==> src/rtl/gcd_stein_responder_pkg.sv <==
// Shared definitions for the binary-GCD responder: FSM encodings and sizing helpers.
package gcd_stein_responder_pkg;

  localparam int DEFAULT_WIDTH = 8;

  typedef enum logic [2:0] {
    ST_IDLE   = 3'd0,
    ST_STRIP  = 3'd1,
    ST_REDUCE = 3'd2,
    ST_FIXUP  = 3'd3,
    ST_DONE   = 3'd4
  } state_e;

  // Shift counter must reach WIDTH-1 without wrapping.
  function automatic int k_width(input int w);
    return $clog2(w) + 1;
  endfunction

endpackage

==> src/rtl/gcd_stein_step.sv <==
// One Stein iteration: next (a, b, k) and a phase-complete flag for STRIP or REDUCE.
module gcd_stein_step #(
  parameter int WIDTH = 8,
  parameter int KW    = 4
) (
  input  logic             strip_mode,
  input  logic [WIDTH-1:0] a,
  input  logic [WIDTH-1:0] b,
  input  logic [KW-1:0]    k,
  output logic [WIDTH-1:0] a_nxt,
  output logic [WIDTH-1:0] b_nxt,
  output logic [KW-1:0]    k_nxt,
  output logic             done
);

  always_comb begin
    a_nxt = a;
    b_nxt = b;
    k_nxt = k;
    done  = 1'b0;
    if (strip_mode) begin
      if (!a[0] && !b[0]) begin
        a_nxt = a >> 1;
        b_nxt = b >> 1;
        k_nxt = k + KW'(1);
      end else begin
        done = 1'b1;
      end
    end else begin
      // Odd/odd differences are even, so every subtract is followed by a shift.
      if (!a[0]) begin
        a_nxt = a >> 1;
      end else if (!b[0]) begin
        b_nxt = b >> 1;
      end else if (a == b) begin
        done = 1'b1;
      end else if (a > b) begin
        a_nxt = a - b;
      end else begin
        b_nxt = b - a;
      end
    end
  end

endmodule

==> src/rtl/gcd_stein_responder.sv <==
// Valid/ready responder computing gcd(in0, in1) with binary GCD, one step per cycle.
module gcd_stein_responder
  import gcd_stein_responder_pkg::*;
#(
  parameter int WIDTH = DEFAULT_WIDTH
) (
  input  logic             clk,
  input  logic             rst,
  input  logic             in_valid,
  output logic             in_ready,
  input  logic [WIDTH-1:0] in0,
  input  logic [WIDTH-1:0] in1,
  output logic             out_valid,
  input  logic             out_ready,
  output logic [WIDTH-1:0] out0
);

  localparam int KW = k_width(WIDTH);

  state_e           state_q, state_d;
  logic [WIDTH-1:0] a_q, a_d;
  logic [WIDTH-1:0] b_q, b_d;
  logic [KW-1:0]    k_q, k_d;
  logic [WIDTH-1:0] out0_q, out0_d;
  logic             in_ready_q, in_ready_d;
  logic             out_valid_q, out_valid_d;

  logic [WIDTH-1:0] step_a, step_b;
  logic [KW-1:0]    step_k;
  logic             step_done;

  gcd_stein_step #(
    .WIDTH (WIDTH),
    .KW    (KW)
  ) u_step (
    .strip_mode (state_q == ST_STRIP),
    .a          (a_q),
    .b          (b_q),
    .k          (k_q),
    .a_nxt      (step_a),
    .b_nxt      (step_b),
    .k_nxt      (step_k),
    .done       (step_done)
  );

  always_comb begin
    state_d     = state_q;
    a_d         = a_q;
    b_d         = b_q;
    k_d         = k_q;
    out0_d      = out0_q;
    in_ready_d  = in_ready_q;
    out_valid_d = out_valid_q;
    case (state_q)
      ST_IDLE: begin
        in_ready_d  = 1'b1;
        out_valid_d = 1'b0;
        if (in_valid) begin
          a_d        = in0;
          b_d        = in1;
          k_d        = '0;
          in_ready_d = 1'b0;
          // A zero operand short-circuits: the answer is the other operand.
          if (in0 == '0 || in1 == '0) begin
            out0_d      = in0 | in1;
            out_valid_d = 1'b1;
            state_d     = ST_DONE;
          end else begin
            state_d = ST_STRIP;
          end
        end
      end
      ST_STRIP: begin
        a_d = step_a;
        b_d = step_b;
        k_d = step_k;
        if (step_done) state_d = ST_REDUCE;
      end
      ST_REDUCE: begin
        a_d = step_a;
        b_d = step_b;
        if (step_done) state_d = ST_FIXUP;
      end
      ST_FIXUP: begin
        out0_d      = a_q << k_q;
        out_valid_d = 1'b1;
        state_d     = ST_DONE;
      end
      ST_DONE: begin
        if (out_ready) begin
          out_valid_d = 1'b0;
          in_ready_d  = 1'b1;
          state_d     = ST_IDLE;
        end
      end
      default: begin
        in_ready_d  = 1'b1;
        out_valid_d = 1'b0;
        state_d     = ST_IDLE;
      end
    endcase
  end

  always_ff @(posedge clk or posedge rst) begin
    if (rst) begin
      state_q     <= ST_IDLE;
      a_q         <= '0;
      b_q         <= '0;
      k_q         <= '0;
      out0_q      <= '0;
      in_ready_q  <= 1'b1;
      out_valid_q <= 1'b0;
    end else begin
      state_q     <= state_d;
      a_q         <= a_d;
      b_q         <= b_d;
      k_q         <= k_d;
      out0_q      <= out0_d;
      in_ready_q  <= in_ready_d;
      out_valid_q <= out_valid_d;
    end
  end

  assign in_ready  = in_ready_q;
  assign out_valid = out_valid_q;
  assign out0      = out0_q;

endmodule

==> config.mk <==
export PLATFORM = sky130hd
export DESIGN_NAME = gcd_stein_responder
export DESIGN_NICKNAME = d
export VERILOG_FILES = /design/src/rtl/gcd_stein_responder_pkg.sv /design/src/rtl/gcd_stein_step.sv /design/src/rtl/gcd_stein_responder.sv
export SDC_FILE = /design/constraint.sdc
export NUM_CORES = 1
export LEC_CHECK = 0
export CORE_UTILIZATION = 55
export CTS_CLUSTER_DIAMETER = 30
export CTS_CLUSTER_SIZE = 16
export DETAILED_ROUTE_END_ITERATION = 6
export DONT_BUFFER_PORTS = 1
export PLACE_DENSITY = 0.81
export SYNTH_ARGS = -nofsm -noshare
export SYNTH_HDL_FRONTEND = slang
export SYNTH_SLANG_ARGS = --single-unit
==> constraint.sdc <==
create_clock -name clk -period 2.5 [get_ports clk]
set_input_delay 0.375 -clock clk [delete_from_list [all_inputs] [get_ports clk]]
set_output_delay 0.375 -clock clk [all_outputs]
set_load 0.05 [all_outputs]
==> impl_metrics.py <==
metrics = {
    "sta": {
        "slew_headroom": 0.529,
        "tightest_slew_ns": 0.699,
        "fin_skew_ns": 0.0102,
        "fin_crit_sh": 0.966,
        "fmax_ghz": 0.414,
        "fin_hold_ws_ns": 0.0451,
        "setup_violations": 0,
        "post-route-min-period_ns": 2.42,
        "final_hold_viol_count": 0,
        "finalSetupTns_ns": 0,
        "slew_viol_final": 0,
    },
    "status": {
        "status": "completed",
    },
    "logic_synthesis": {
        "syn_inst": 331,
        "ys_ff_latch": 33,
        "synth_area_um2": 2750,
        "synth_edf_count": 0,
        "yosysTopAreaCell": "dfrtp_1",
        "syn_avg_cell_area_um2": 8.32,
        "yosys-top-cells-count": "39 x o21ai_0, 32 x dfrtp_1, 23 x inv_1",
        "yosysWarnings": 0,
        "post-synth-top-area-fraction": 0.291,
        "synthArstFlopShare": 1.00,
        "synth_ff_type": "dfrtp_1",
        "synthDistinctLibCells": 51,
        "synth_nets": 370,
        "ys_seq_area_frac": 0.300,
        "synth_most_common_cell": "o21ai_0",
        "synthTopCellsByArea": "dfrtp_1 29%, ha_1 7.7%, o21ai_0 7.1%, mux2_2 3.7%, o22ai_1 3.6%",
    },
    "setup_path": {
        "crit_family": "compound AO/OA/AOI/OAI gates",
        "worstPathMaxFanout": 14,
        "start_kind": "flip-flop",
        "worstPathArrival_ns": 2.62,
        "critPathKind": "reg2reg",
        "worstSetupEndpointType": "flip-flop",
        "critPathSlowestCell": "dfrtp_2",
        "reg2reg_from": "a_q[5]$_DFFE_PP0P_",
        "cpPeakStageDelay_ns": 0.42,
        "path_cells": "inv_1, ha_2, nand4_2, or3_1, a21oi_2, o21a_4, o21ai_0, o22ai_1",
        "rrSetupSlack_ns": 0.08,
        "reg2regPathDepth": 8,
        "reg2reg_to": "a_q[4]$_DFFE_PP0P_",
        "crit_required_ns": 2.70,
        "crit_buf_inv": 1,
    },
    "final_layout": {
        "nets": 382,
        "instances_no_fill": 410,
        "drive_above_1_share": 0.181,
        "syn2layout_area_growth_pct": 12.9,
        "register_area_um2": 830,
        "multi_input_area_um2": 1830,
        "diodes": 0,
        "fillers": 412,
        "finalInstanceArea_um2": 3110,
    },
    "floorplanning": {
        "dieArea_um2": 5290,
        "io_pins": 30,
        "die_y_um": 72.7,
        "dieWidth_um": 72.7,
        "rows": 25,
        "core_area_um2": 4750,
        "start_util": 0.579,
    },
    "clocking": {
        "clock_latency_ns": 0.30,
        "cts_root_buffer": "clkbuf_8",
        "cts_max_path_buffers": 2,
        "clkTransAtPathRegs_ns": 0.07,
        "h-tree-depth": 2,
        "cts_sinks": 33,
        "cts_tree": "built",
        "cts_hold_buf": 0,
        "cts_buffers": 5,
    },
    "place": {
        "io_buffers": 0,
        "dp_hpwl_um": 5670,
        "dp_cells": 401,
        "place_congestion": 0.955,
        "dpl_cell_area_um2": 2900,
    },
    "global_route": {
        "grt_usage": 0.302,
        "grt_pass1_vias": 2381,
        "antenna_found_initial": 0,
        "grt_max_degree": 21,
        "overflow": 0,
        "grt_pass1_wl_um": 12000,
    },
    "route": {
        "routed_wl_um": 7620,
        "drtAntennaViolNets": 0,
        "drtIter0Drc": 233,
        "drc": 0,
        "avgRoutedWirePerCell_um": 18.6,
        "num_vias": 2643,
        "drtPass1Iterations": 7,
        "detail_route.vias_per_cell": 6.45,
    },
    "job": {
        "maxCapViolCount": 0,
    },
    "worst_hold_path": {
        "hold_class": "in2async",
    },
}
==> repair_timing <==
item,CTS,global route
resized for setup,1,20
pin swaps,0,7
endpoints found under the setup margin,6,15
buffers inserted,0,2
==> through the flow <==
stage,util,worst slack (ns)
after global placement,0.611,0.106
after floorplan,-,0.230
final,0.654,0.0845
after global routing,0.654,-0.0186
after detailed placement,0.611,-0.107
after CTS,0.631,0.0135
==> cell type report <==
type / count / share of cell area
Tap cell: 67 / 0.0270
Sequential cell: 33 / 0.267
Multi-Input combinational cell: 256 / 0.587
Inverter: 23 / 0.0278
Clock buffer: 7 / 0.0278
Timing Repair Buffer: 24 / 0.0632
==> sequential cells by signal (all words and copies together), names as in the netlist <==
name,cells
state_q,3
a_q,8
out0,8
k_q,4
out_valid,1
b_q,8
in_ready,1
==> how the worst max path moves through the flow <==
stage	startpoint	endpoint	slack, ns	cells after the start
2_1_floorplan	a_q[0]$_DFFE_PP0P_	a_q[1]$_DFFE_PP0P_	0.23	11
3_3_place_gp	a_q[5]$_DFFE_PP0P_	a_q[5]$_DFFE_PP0P_	0.11	8
3_5_place_dp	a_q[0]$_DFFE_PP0P_	b_q[6]$_DFFE_PP0P_	-0.11	10
4_1_cts	a_q[5]$_DFFE_PP0P_	a_q[4]$_DFFE_PP0P_	0.01	8
5_1_grt	a_q[0]$_DFFE_PP0P_	b_q[4]$_DFFE_PP0P_	-0.02	11
6_report	a_q[5]$_DFFE_PP0P_	a_q[4]$_DFFE_PP0P_	0.08	8
==> per-layer routing <==
metal	vias to the layer above	wire length, µm	track usage
li1	1246	-	-
met1	1260	3240	0.406
met2	118	3600	0.460
met3	19	633	0.0829
met4	0	156	0.120
met5	-	0	0
==> layout by cell type (no fill, tap or decap), drive strengths merged, types with 2 or more instances in the layout <==
cell type	instances
nand4b	2
xor2	2
nand3	4
nor2b	6
mux2i	6
dfrtp	32
nor2	22
nor4	7
o211ai	4
or4	2
mux2	9
inv	23
or3	3
clkbuf	7
a211oi	8
a22o	4
nand2b	5
a221oi	7
nand4	3
and2	2
o21ai	42
nor3	8
nand2	21
nand3b	2
o31a	2
fa	2
o21bai	4
a31oi	9
xnor2	5
ha	17
o22ai	16
a21o	4
buf	24
a21oi	16
o21a	8
==> logic make-up after synthesis <==
kind of cell               share of synthesized area
xor gates and xnor gates                      0.0223
buffers and inverters                         0.0673
DFF                                            0.300
muxes                                         0.0586
and+or+nand+nor                                0.164
adders and majority gates                     0.0918
AOI/OAI and AO/OA                              0.296
Power is not shown: default switching activity piles up to over one toggle a cycle in this logic, so the estimate is an artifact.
